===== src/rtl/conv_loop_sequencer_if.sv =====
// conv_loop_sequencer_if
//
// Purpose: groups the control, issue, pipeline-strobe and result signals of
// the convolution loop sequencer into one bundle.
//
// Signals:
//   start, data_ready           - driven by the controlling side
//   running, done               - pass status
//   int_mem_re, ky..x           - issue stage (memory read + loop indices)
//   write_a, write_b, in_bounds - capture stage strobes
//   mac_valid,
//   mac_accumulate_with_0       - MAC stage strobes
//   output_valid, output_x/y/ch - final result strobe and coordinates
//   busy_cycles                 - optional performance counter
//
// Modports: master = sequencer side, slave = consumer / controller side.
interface conv_loop_sequencer_if #(
    parameter int FEATURE_MAP_WIDTH  = 128,
    parameter int FEATURE_MAP_HEIGHT = 128,
    parameter int OUTPUT_NB_CHANNELS = 16
);
    localparam int X_W  = (FEATURE_MAP_WIDTH  > 1) ? $clog2(FEATURE_MAP_WIDTH)  : 1;
    localparam int Y_W  = (FEATURE_MAP_HEIGHT > 1) ? $clog2(FEATURE_MAP_HEIGHT) : 1;
    localparam int CH_W = (OUTPUT_NB_CHANNELS > 1) ? $clog2(OUTPUT_NB_CHANNELS) : 1;

    logic            start;
    logic            data_ready;
    logic            running;
    logic            done;
    logic            int_mem_re;
    logic [31:0]     ky;
    logic [31:0]     kx;
    logic [31:0]     inch;
    logic [31:0]     outch;
    logic [31:0]     y;
    logic [31:0]     x;
    logic            write_a;
    logic            write_b;
    logic            in_bounds;
    logic            mac_valid;
    logic            mac_accumulate_with_0;
    logic            output_valid;
    logic [X_W-1:0]  output_x;
    logic [Y_W-1:0]  output_y;
    logic [CH_W-1:0] output_ch;
    logic [31:0]     busy_cycles;

    modport master (
        input  start, data_ready,
        output running, done, int_mem_re,
        output ky, kx, inch, outch, y, x,
        output write_a, write_b, in_bounds,
        output mac_valid, mac_accumulate_with_0,
        output output_valid, output_x, output_y, output_ch,
        output busy_cycles
    );

    modport slave (
        output start, data_ready,
        input  running, done, int_mem_re,
        input  ky, kx, inch, outch, y, x,
        input  write_a, write_b, in_bounds,
        input  mac_valid, mac_accumulate_with_0,
        input  output_valid, output_x, output_y, output_ch,
        input  busy_cycles
    );
endinterface


===== src/rtl/conv_loop_sequencer.sv =====
// conv_loop_sequencer
//
// Purpose: walks the six nested convolution loops (y, x, outch, inch, ky, kx,
// outermost first), issuing one memory read per cycle while data_ready is
// high, and runs a three-stage strobe pipeline behind the issue stage:
//   t   : issue        (int_mem_re, indices)
//   t+1 : capture      (write_a, write_b, in_bounds)
//   t+2 : MAC          (mac_valid, mac_accumulate_with_0)
//   t+3 : result       (output_valid, output_x/y/ch) for the last term of a sum
// data_ready only gates issue; stages already in flight keep moving.
//
// Ports:
//   clk     - clock, rising edge
//   arst_in - asynchronous active-high reset
//   bus     - conv_loop_sequencer_if.master (all other signals)
//
// Optional feature: define SEQ_PERF_COUNT_EN to build the saturating
// busy_cycles counter (cycles with running=1); otherwise busy_cycles is 0.
module conv_loop_sequencer #(
    parameter int FEATURE_MAP_WIDTH  = 128,
    parameter int FEATURE_MAP_HEIGHT = 128,
    parameter int INPUT_NB_CHANNELS  = 2,
    parameter int OUTPUT_NB_CHANNELS = 16,
    parameter int KERNEL_SIZE        = 3
) (
    input  logic                  clk,
    input  logic                  arst_in,
    conv_loop_sequencer_if.master bus
);
    localparam int X_W   = (FEATURE_MAP_WIDTH  > 1) ? $clog2(FEATURE_MAP_WIDTH)  : 1;
    localparam int Y_W   = (FEATURE_MAP_HEIGHT > 1) ? $clog2(FEATURE_MAP_HEIGHT) : 1;
    localparam int CH_W  = (OUTPUT_NB_CHANNELS > 1) ? $clog2(OUTPUT_NB_CHANNELS) : 1;
    localparam int NLOOP = 6;

    // Loop levels, innermost first: 0=kx 1=ky 2=inch 3=outch 4=x 5=y
    localparam int L_KX = 0;
    localparam int L_KY = 1;
    localparam int L_IC = 2;
    localparam int L_OC = 3;
    localparam int L_X  = 4;
    localparam int L_Y  = 5;

    localparam logic signed [33:0] HALF_K = 34'(KERNEL_SIZE / 2);
    localparam logic signed [33:0] MAP_W  = 34'(FEATURE_MAP_WIDTH);
    localparam logic signed [33:0] MAP_H  = 34'(FEATURE_MAP_HEIGHT);

    function automatic int unsigned loop_limit(input int level);
        case (level)
            0:       return KERNEL_SIZE;
            1:       return KERNEL_SIZE;
            2:       return INPUT_NB_CHANNELS;
            3:       return OUTPUT_NB_CHANNELS;
            4:       return FEATURE_MAP_WIDTH;
            default: return FEATURE_MAP_HEIGHT;
        endcase
    endfunction

    typedef enum logic [1:0] {IDLE, RUN, DRAIN, DONE} state_t;

    state_t     state_reg;
    state_t     state_next;
    logic [1:0] drain_cnt_reg;
    logic [1:0] drain_cnt_next;

    logic [NLOOP-1:0][31:0] idx_reg;
    logic [NLOOP-1:0]       idx_wrap;
    // carry[i] = level i advances this cycle; carry[NLOOP] = final issue of the pass
    logic [NLOOP:0]         carry;

    logic issue;
    logic running;
    logic last_term;
    logic first_term;
    logic tap_inside;
    logic signed [33:0] tap_y;
    logic signed [33:0] tap_x;

    assign running = (state_reg == RUN) || (state_reg == DRAIN);
    assign issue   = (state_reg == RUN) && bus.data_ready;
    assign carry[0] = issue;

    // Odometer: each level steps when every inner level wraps. After the
    // final issue every level has wrapped, so indices are 0 entering DRAIN.
    generate
        for (genvar gi = 0; gi < NLOOP; gi++) begin : g_loop
            localparam int unsigned LIMIT = loop_limit(gi);

            assign idx_wrap[gi]  = (idx_reg[gi] == 32'(LIMIT - 1));
            assign carry[gi + 1] = carry[gi] & idx_wrap[gi];

            always_ff @(posedge clk or posedge arst_in) begin
                if (arst_in) begin
                    idx_reg[gi] <= '0;
                end else if (carry[gi]) begin
                    idx_reg[gi] <= idx_wrap[gi] ? 32'd0 : idx_reg[gi] + 32'd1;
                end
            end
        end
    endgenerate

    // The last term of a sum is the issue where inch, ky and kx all wrap.
    assign last_term  = carry[L_OC];
    assign first_term = (idx_reg[L_IC] == 32'd0) && (idx_reg[L_KY] == 32'd0) &&
                        (idx_reg[L_KX] == 32'd0);

    // Window tap position relative to the feature map, signed so that the
    // negative half-kernel offset at the top/left edge is detected.
    assign tap_y = $signed({2'b00, idx_reg[L_Y]}) + $signed({2'b00, idx_reg[L_KY]}) - HALF_K;
    assign tap_x = $signed({2'b00, idx_reg[L_X]}) + $signed({2'b00, idx_reg[L_KX]}) - HALF_K;
    assign tap_inside = (tap_y >= 0) && (tap_y < MAP_H) && (tap_x >= 0) && (tap_x < MAP_W);

    // ---------------- FSM ----------------
    always_ff @(posedge clk or posedge arst_in) begin
        if (arst_in) begin
            state_reg     <= IDLE;
            drain_cnt_reg <= 2'd0;
        end else begin
            state_reg     <= state_next;
            drain_cnt_reg <= drain_cnt_next;
        end
    end

    always_comb begin
        state_next     = state_reg;
        drain_cnt_next = drain_cnt_reg;
        case (state_reg)
            IDLE: begin
                if (bus.start) begin
                    state_next = RUN;
                end
            end
            RUN: begin
                if (carry[NLOOP]) begin
                    state_next     = DRAIN;
                    drain_cnt_next = 2'd0;
                end
            end
            DRAIN: begin
                // Three cycles: counts 0, 1, 2 then leaves.
                if (drain_cnt_reg == 2'd2) begin
                    state_next = DONE;
                end else begin
                    drain_cnt_next = drain_cnt_reg + 2'd1;
                end
            end
            DONE: begin
                state_next = IDLE;
            end
            default: begin
                state_next = IDLE;
            end
        endcase
    end

    // ---------------- strobe pipeline ----------------
    // Stages advance unconditionally; every payload is gated by its valid so
    // an empty stage presents all zeros.
    logic            s1_valid_reg;
    logic            s1_in_bounds_reg;
    logic            s1_first_reg;
    logic            s1_last_reg;
    logic [X_W-1:0]  s1_x_reg;
    logic [Y_W-1:0]  s1_y_reg;
    logic [CH_W-1:0] s1_ch_reg;

    logic            s2_valid_reg;
    logic            s2_first_reg;
    logic            s2_last_reg;
    logic [X_W-1:0]  s2_x_reg;
    logic [Y_W-1:0]  s2_y_reg;
    logic [CH_W-1:0] s2_ch_reg;

    logic            s3_valid_reg;
    logic [X_W-1:0]  s3_x_reg;
    logic [Y_W-1:0]  s3_y_reg;
    logic [CH_W-1:0] s3_ch_reg;

    always_ff @(posedge clk or posedge arst_in) begin
        if (arst_in) begin
            s1_valid_reg     <= 1'b0;
            s1_in_bounds_reg <= 1'b0;
            s1_first_reg     <= 1'b0;
            s1_last_reg      <= 1'b0;
            s1_x_reg         <= '0;
            s1_y_reg         <= '0;
            s1_ch_reg        <= '0;
            s2_valid_reg     <= 1'b0;
            s2_first_reg     <= 1'b0;
            s2_last_reg      <= 1'b0;
            s2_x_reg         <= '0;
            s2_y_reg         <= '0;
            s2_ch_reg        <= '0;
            s3_valid_reg     <= 1'b0;
            s3_x_reg         <= '0;
            s3_y_reg         <= '0;
            s3_ch_reg        <= '0;
        end else begin
            s1_valid_reg     <= issue;
            s1_in_bounds_reg <= issue && tap_inside;
            s1_first_reg     <= issue && first_term;
            s1_last_reg      <= last_term;
            s1_x_reg         <= last_term ? idx_reg[L_X][X_W-1:0]   : '0;
            s1_y_reg         <= last_term ? idx_reg[L_Y][Y_W-1:0]   : '0;
            s1_ch_reg        <= last_term ? idx_reg[L_OC][CH_W-1:0] : '0;

            s2_valid_reg     <= s1_valid_reg;
            s2_first_reg     <= s1_first_reg;
            s2_last_reg      <= s1_last_reg;
            s2_x_reg         <= s1_x_reg;
            s2_y_reg         <= s1_y_reg;
            s2_ch_reg        <= s1_ch_reg;

            s3_valid_reg     <= s2_valid_reg && s2_last_reg;
            s3_x_reg         <= s2_x_reg;
            s3_y_reg         <= s2_y_reg;
            s3_ch_reg        <= s2_ch_reg;
        end
    end

    // ---------------- optional busy counter ----------------
`ifdef SEQ_PERF_COUNT_EN
    logic [31:0] busy_reg;

    always_ff @(posedge clk or posedge arst_in) begin
        if (arst_in) begin
            busy_reg <= 32'd0;
        end else if ((state_reg == IDLE) && bus.start) begin
            busy_reg <= 32'd0;
        end else if (running && (busy_reg != 32'hFFFF_FFFF)) begin
            busy_reg <= busy_reg + 32'd1;
        end
    end

    assign bus.busy_cycles = busy_reg;
`else
    assign bus.busy_cycles = 32'd0;
`endif

    // ---------------- outputs ----------------
    assign bus.running               = running;
    assign bus.done                  = (state_reg == DONE);
    assign bus.int_mem_re            = issue;
    assign bus.kx                    = idx_reg[L_KX];
    assign bus.ky                    = idx_reg[L_KY];
    assign bus.inch                  = idx_reg[L_IC];
    assign bus.outch                 = idx_reg[L_OC];
    assign bus.x                     = idx_reg[L_X];
    assign bus.y                     = idx_reg[L_Y];
    assign bus.write_a               = s1_valid_reg;
    assign bus.write_b               = s1_valid_reg;
    assign bus.in_bounds             = s1_in_bounds_reg;
    assign bus.mac_valid             = s2_valid_reg;
    assign bus.mac_accumulate_with_0 = s2_first_reg;
    assign bus.output_valid          = s3_valid_reg;
    assign bus.output_x              = s3_x_reg;
    assign bus.output_y              = s3_y_reg;
    assign bus.output_ch             = s3_ch_reg;
endmodule


===== src/flat_wrapper.sv =====
// flat-port wrapper written by rule: the top's interface ports become plain ports
module conv_loop_sequencer_flat 
#(
    parameter int FEATURE_MAP_WIDTH  = 128,
    parameter int FEATURE_MAP_HEIGHT = 128,
    parameter int INPUT_NB_CHANNELS  = 2,
    parameter int OUTPUT_NB_CHANNELS = 16,
    parameter int KERNEL_SIZE        = 3
)
  (clk, arst_in, bus_start, bus_data_ready, bus_running, bus_done, bus_int_mem_re, bus_ky, bus_kx, bus_inch, bus_outch, bus_y, bus_x, bus_write_a, bus_write_b, bus_in_bounds, bus_mac_valid, bus_mac_accumulate_with_0, bus_output_valid, bus_output_x, bus_output_y, bus_output_ch, bus_busy_cycles);
  conv_loop_sequencer_if #(.FEATURE_MAP_WIDTH(FEATURE_MAP_WIDTH), .FEATURE_MAP_HEIGHT(FEATURE_MAP_HEIGHT), .OUTPUT_NB_CHANNELS(OUTPUT_NB_CHANNELS)) bus_i ();
  input  logic clk;
  input  logic arst_in;
  input wire logic [$bits(bus_i.start)-1:0] bus_start;
  input wire logic [$bits(bus_i.data_ready)-1:0] bus_data_ready;
  output wire logic [$bits(bus_i.running)-1:0] bus_running;
  output wire logic [$bits(bus_i.done)-1:0] bus_done;
  output wire logic [$bits(bus_i.int_mem_re)-1:0] bus_int_mem_re;
  output wire logic [$bits(bus_i.ky)-1:0] bus_ky;
  output wire logic [$bits(bus_i.kx)-1:0] bus_kx;
  output wire logic [$bits(bus_i.inch)-1:0] bus_inch;
  output wire logic [$bits(bus_i.outch)-1:0] bus_outch;
  output wire logic [$bits(bus_i.y)-1:0] bus_y;
  output wire logic [$bits(bus_i.x)-1:0] bus_x;
  output wire logic [$bits(bus_i.write_a)-1:0] bus_write_a;
  output wire logic [$bits(bus_i.write_b)-1:0] bus_write_b;
  output wire logic [$bits(bus_i.in_bounds)-1:0] bus_in_bounds;
  output wire logic [$bits(bus_i.mac_valid)-1:0] bus_mac_valid;
  output wire logic [$bits(bus_i.mac_accumulate_with_0)-1:0] bus_mac_accumulate_with_0;
  output wire logic [$bits(bus_i.output_valid)-1:0] bus_output_valid;
  output wire logic [$bits(bus_i.output_x)-1:0] bus_output_x;
  output wire logic [$bits(bus_i.output_y)-1:0] bus_output_y;
  output wire logic [$bits(bus_i.output_ch)-1:0] bus_output_ch;
  output wire logic [$bits(bus_i.busy_cycles)-1:0] bus_busy_cycles;
  assign bus_i.start = bus_start;
  assign bus_i.data_ready = bus_data_ready;
  assign bus_running = bus_i.running;
  assign bus_done = bus_i.done;
  assign bus_int_mem_re = bus_i.int_mem_re;
  assign bus_ky = bus_i.ky;
  assign bus_kx = bus_i.kx;
  assign bus_inch = bus_i.inch;
  assign bus_outch = bus_i.outch;
  assign bus_y = bus_i.y;
  assign bus_x = bus_i.x;
  assign bus_write_a = bus_i.write_a;
  assign bus_write_b = bus_i.write_b;
  assign bus_in_bounds = bus_i.in_bounds;
  assign bus_mac_valid = bus_i.mac_valid;
  assign bus_mac_accumulate_with_0 = bus_i.mac_accumulate_with_0;
  assign bus_output_valid = bus_i.output_valid;
  assign bus_output_x = bus_i.output_x;
  assign bus_output_y = bus_i.output_y;
  assign bus_output_ch = bus_i.output_ch;
  assign bus_busy_cycles = bus_i.busy_cycles;
  conv_loop_sequencer #(.FEATURE_MAP_WIDTH(FEATURE_MAP_WIDTH), .FEATURE_MAP_HEIGHT(FEATURE_MAP_HEIGHT), .INPUT_NB_CHANNELS(INPUT_NB_CHANNELS), .OUTPUT_NB_CHANNELS(OUTPUT_NB_CHANNELS), .KERNEL_SIZE(KERNEL_SIZE)) u_core (.clk(clk), .arst_in(arst_in), .bus(bus_i));
endmodule

===== config.mk =====
export PLATFORM = sky130hd
export DESIGN_NAME = conv_loop_sequencer_flat
export DESIGN_NICKNAME = d
export VERILOG_FILES = /design/src/rtl/conv_loop_sequencer_if.sv /design/src/rtl/conv_loop_sequencer.sv /design/src/flat_wrapper.sv
export SDC_FILE = /design/constraint.sdc
export NUM_CORES = 1
export LEC_CHECK = 0
export CAP_MARGIN = 20
export CORE_UTILIZATION = 35
export DETAILED_ROUTE_END_ITERATION = 8
export PLACE_DENSITY = 0.54
export SYNTH_ARGS = -nofsm -noshare
export SYNTH_HDL_FRONTEND = slang
export SYNTH_SLANG_ARGS = --single-unit

===== constraint.sdc =====
create_clock -name clk -period 11.7 [get_ports clk]
set_clock_uncertainty 0.2 [all_clocks]
set_input_delay 2.925 -clock clk [delete_from_list [all_inputs] [get_ports clk]]
set_output_delay 2.925 -clock clk [all_outputs]
set_load 0.02 [all_outputs]

Yosys cells after proc, flatten, opt, wreduce, memory -nomap -nowiden

Index checks and enable logic that the tools add are counted.

Flip-flop bits (word level): 258

Bitwise operators: 6
Magnitude comparators: 4
Add/sub/neg operators: 11
Mux-type cells: 16
Reductions and logical operators: 17
Equal/unequal tests: 14

Operators with widths:

| operator                                                     | number |
|---|---|
| adder 32 x 1 -> 32 bit (second input constant)               | 6 |
| 2-to-1 mux 32 bit                                            | 6 |
| zero test 32 bit                                             | 3 |
| >= comparator 34 x 1 -> 1 bit (second input constant)        | 2 |
| less-than comparator 34 x 9 -> 1 bit (second input constant) | 2 |
| subtractor 34 x 2 -> 34 bit (second input constant)          | 2 |
| adder 32 x 32 -> 33 bit                                      | 2 |
| == test 32 x 2 -> 1 bit (second input constant)              | 2 |
| == test 32 x 7 -> 1 bit (second input constant)              | 2 |
| == test 32 x 1 -> 1 bit (second input constant)              | 1 |
| == test 32 x 4 -> 1 bit (second input constant)              | 1 |
| 2-to-1 mux 7 bit                                             | 2 |
| 2-to-1 mux 2 bit                                             | 5 |
| logical AND 1 bit                                            | 9 |
| one-hot mux 2 bit (4 select lines)                           | 1 |
| AND 1 bit                                                    | 6 |
| == test 2 bit (second input constant)                        | 3 |
| inequality test 2 bit (second input constant)                | 3 |
| AND reduction 3 bit                                          | 2 |
| 2-to-1 mux 4 bit                                             | 1 |
| one-hot mux 2 bit (2 select lines)                           | 1 |
| adder 2 x 1 -> 2 bit (second input constant)                 | 1 |
| == test 2 x 1 -> 1 bit (second input constant)               | 1 |
| zero test 2 bit                                              | 1 |
| other kinds (3)                                              | 3 |

Longest topological paths before layout

Word-level depth: 10
Gate-level depth with buffers: 15
Depth with buffers taken out: 14

Least setup slack after synthesis

Ideal clock, no wire load.

Path kind: input port to output port
Start: input bus_data_ready
End: output bus_int_mem_re
Slack: 5,263 ps
Arrival time: 3,312 ps
Required time: 8,575 ps
Stages: 2
Cell sequence: nand2_1 > clkinv_1

Word-level cells in the longest chain between the ends: 1

Ends and longest elaborated chain:

| element           | RTL line                  | source |
|---|---|---|
| from (decl)       | flat_wrapper.sv:15        | `input wire logic [$bits(bus_i.data_ready)-1:0] bus_data_ready;` |
| logical AND 1 bit | conv_loop_sequencer.sv:79 | `assign issue = (state_reg == RUN) && bus.data_ready;` |
| to (decl)         | flat_wrapper.sv:18        | `output wire logic [$bits(bus_i.int_mem_re)-1:0] bus_int_mem_re;` |

Every way passes these cells.

Worst setup path in the final report

Ends and elaborated chain as after synthesis.

==> results.yml <==
power:
  total_leakage_power_nw: 8.61
  power_frac_comb_pct: 9.0
  cellPowerDensity_mw_per_mm2: 112
  power.share.sequential_pct: 44.3
  fin_total_pwr_mw: 2.13
  max-vdd-ir-drop_v: 0.000115
  switching_power_mw: 0.540
  clkPwrFrac_pct: 46.7
  pint_mw: 1.59
  power_switching_share_pct: 25.4
cells_and_area:
  filler_cell_count: 4175
  fin_nets: 1891
  layout.cells.non_filler: 2411
  final_layout_size_suffix_gt1_share_pct: 4.49
  multi_input_area_mm2: 0.00830
  synthToLayoutAreaGrowth_pct: 24.7
  layout.core_utilization_pct: 44.1
  post-route-cell-area_mm2: 0.0190
  storage_element_area_mm2: 0.00646
global_routing:
  gr_overflow_total: 0
  groute.usage.overall_pct: 19.1
  grt_start_max_net_pins: 154
  grt_first_pass_wirelength_mm: 68.1
  antenna_found_initial: 0
  number_of_global_route_vias_before_repair: 12125
synthesis:
  netlist_instances: 1588
  mapped_cell_area_mm2: 0.0152
  flops_latches_synth: 258
  synth-warning-count: 0
  synth_enable_flop_cells: 0
  synth-async-reset-ratio_pct: 100
  synth_flop_cell: "sky130_fd_sc_hd__dfrtp_1"
  part_of_the_yosys_area_used_for_sequential_elements_pct: 42.5
  netlist-cell-type-count: 86
  synthesis.area_per_instance_um2: 9.58
flow_run:
  maxcap_viol_count: 0
sta:
  final.setup.worst_slack_ns: 3.99
  max_slew_margin_pct: 46.6
  max_clock_freq_mhz: 130
  finalCritPeriodShare_pct: 65.9
  final_count_of_hold_timing_violations: 0
  unrepaired_setup_endpoints_after_global_routing: "false"
  min_period_ns: 7.71
  finalSetupViolations: 0
  slew_viol_final: 0
  totalNegativeSetupSlack_ns: 0
  hold-worst-slack_ns: 0.128
  worst_pin_slew_ns: 0.793
clocking:
  numCtsBuffers: 30
  h_tree_depth: 1
  cts_tree: "done"
  cts-root-buf: "sky130_fd_sc_hd__clkbuf_16"
  cts.hold.buffers_added: 0
  number_of_clock_sinks: 258
  post-cts-setup-buffers: 0
  post_cts_resize_count: 0
  clkLatencyLatePin_ns: 0.58
  clock_transition_at_the_registers_of_the_reported_paths_ns: 0.06
  clockBufferDepth: 3
detailed_routing:
  route.detailed.wl_per_inst_um: 17.8
  wirelength_mm: 43.0
  antenna_violating_nets_remaining: 0
  drc_violations: 0
  drt_iter0_markers: 811
  vias_per_cell: 5.22
  routed-via-count: 12588
  drtPass1Iterations: 5
worst_setup_path:
  timing.critical_path.slowest_cell_delay_ns: 0.64
  worstPathArrival_ns: 4.58
  critical_path.cell_chain: "clkdlybuf4s50_1, nand2_1, clkinv_1, clkdlybuf4s50_1"
  crit_slowest_cell: "sky130_fd_sc_hd__clkdlybuf4s50_1"
  setup.worst_path.class: "input port to output port"
  crit_required_ns: 8.58
  timing.critical_path.mode_cell: "sky130_fd_sc_hd__clkdlybuf4s50_1"
  worstSetupStartpointType: "input port"
  critical_path.max_fanout: 10
  end_kind: "output port"
place:
  place.detailed.instances: 2357
  detailed_place.area_mm2: 0.0179
  place_worst_setup_slack_ns: 3.94
  dp_hpwl_mm: 32.5
  port_buffer_cells: 222
  gp_congestion: 0.859
floorplan:
  floorplan.die.height_um: 210
  floorplan.core_area_mm2: 0.0430
  initial_standard_cell_utilization_of_the_core_pct: 35.4
  ios: 255
  num_rows: 76
  fp.dieArea_mm2: 0.0443
  die_w_um: 210
hold_path:
  hold_path_class: "flop to flop"
status:
  status: "finished clean"
-- power by group through the flow --
stage / Clock [mW] / Sequential [mW] / Combinational, mW
global route: 1.05 / 0.947 / 0.215
floorplan: 0 / 0.965 / 0.115
global placement: 0 / 0.959 / 0.192
finish: 0.995 / 0.943 / 0.192
CTS: 1.02 / 0.944 / 0.195
detailed placement: 0 / 0.960 / 0.195
-- worst paths after layout --
kind                                    start                    to  slack (ns)  cells after the start
min                        u_core.s1_y_reg[5]    u_core.s2_y_reg[5]        0.13                      0
min in group asynchronous             arst_in   u_core.bus.outch[5]        2.69                      2
max reg2reg                   u_core.bus.y[0]  u_core.bus.in_bounds        6.69                     14
max in group asynchronous             arst_in      u_core.bus.y[31]        7.27                      3
max                            bus_data_ready        bus_int_mem_re        3.99                      4
min reg2reg                u_core.s1_y_reg[5]    u_core.s2_y_reg[5]        0.13                      0
-- layout by cell type, fill, tap and decap left out, types with 20 or more instances in the layout --
cell                                n
sky130_fd_sc_hd__nand4_1           64
sky130_fd_sc_hd__nor4_1            49
sky130_fd_sc_hd__xnor2_1          156
sky130_fd_sc_hd__nand2_1          157
sky130_fd_sc_hd__a21oi_1           71
sky130_fd_sc_hd__o21ai_0           56
sky130_fd_sc_hd__nand3_1           82
sky130_fd_sc_hd__and3_1            57
sky130_fd_sc_hd__dfrtp_1          258
sky130_fd_sc_hd__clkdlybuf4s50_1  222
sky130_fd_sc_hd__xor2_1            69
sky130_fd_sc_hd__nor3_1            27
sky130_fd_sc_hd__clkbuf_16         30
sky130_fd_sc_hd__conb_1            32
sky130_fd_sc_hd__ha_1              81
sky130_fd_sc_hd__inv_1             37
sky130_fd_sc_hd__and4_1            20
sky130_fd_sc_hd__nor2_1           102
-- cell usage after synthesis (28+ instances only) --
cell	n	area (um^2)
sky130_fd_sc_hd__nor3_1	28	140
sky130_fd_sc_hd__nand4_1	64	400
sky130_fd_sc_hd__and3_1	57	357
sky130_fd_sc_hd__inv_1	38	143
sky130_fd_sc_hd__nand2_1	157	589
sky130_fd_sc_hd__xnor2_1	156	1370
sky130_fd_sc_hd__ha_1	81	1010
sky130_fd_sc_hd__nor4_1	49	307
sky130_fd_sc_hd__nor2_1	103	387
sky130_fd_sc_hd__a21oi_1	71	355
sky130_fd_sc_hd__xor2_1	69	604
sky130_fd_sc_hd__nand3_1	82	410
sky130_fd_sc_hd__o21ai_0	56	280
sky130_fd_sc_hd__buf_4	35	263
sky130_fd_sc_hd__dfrtp_1	258	6460
-- worst max-delay path, delay by kind of cell --
family | cells | cell delay (ns)
buffers and inverters | 3 | 1.39
AND/OR/NAND/NOR | 1 | 0.26
-- cell type report --
type | count | share of cell area [%]
flip-flops and latches | 258 | 34.0
clock buffers | 40 | 4.42
inverters | 39 | 0.811
multi-input cells | 1248 | 43.8
diodes | 1 | 0.0132
well taps | 585 | 3.86
repair buffers | 227 | 12.0
clock inverters | 13 | 1.13
-- layer usage --
| metal | wire (um) | GRT usage (%) | vias to the layer above |
|---|---|---|---|
| met5 | 0 | 0 | - |
| met4 | 816 | 4.82 | 0 |
| met3 | 1550 | 2.18 | 51 |
| met2 | 19700 | 30.9 | 271 |
| met1 | 20900 | 27.2 | 6147 |
| li1 | - | - | 6119 |
-- cell families (layout without fill, tap and decap cells) --
logic type,Yosys count,in the layout,share of synthesized area (%)
muxes,7,7,0.485
AOI/OAI and AO/OA,256,256,11.2
and+or+nand+nor,645,645,22.1
buffers and inverters,113,319,3.79
other,1,33,0.0247
DFF,258,258,42.5
xor gates and xnor gates,225,225,13.0
adders and majority gates,83,83,6.93
Power figures use the tool's default switching activity.
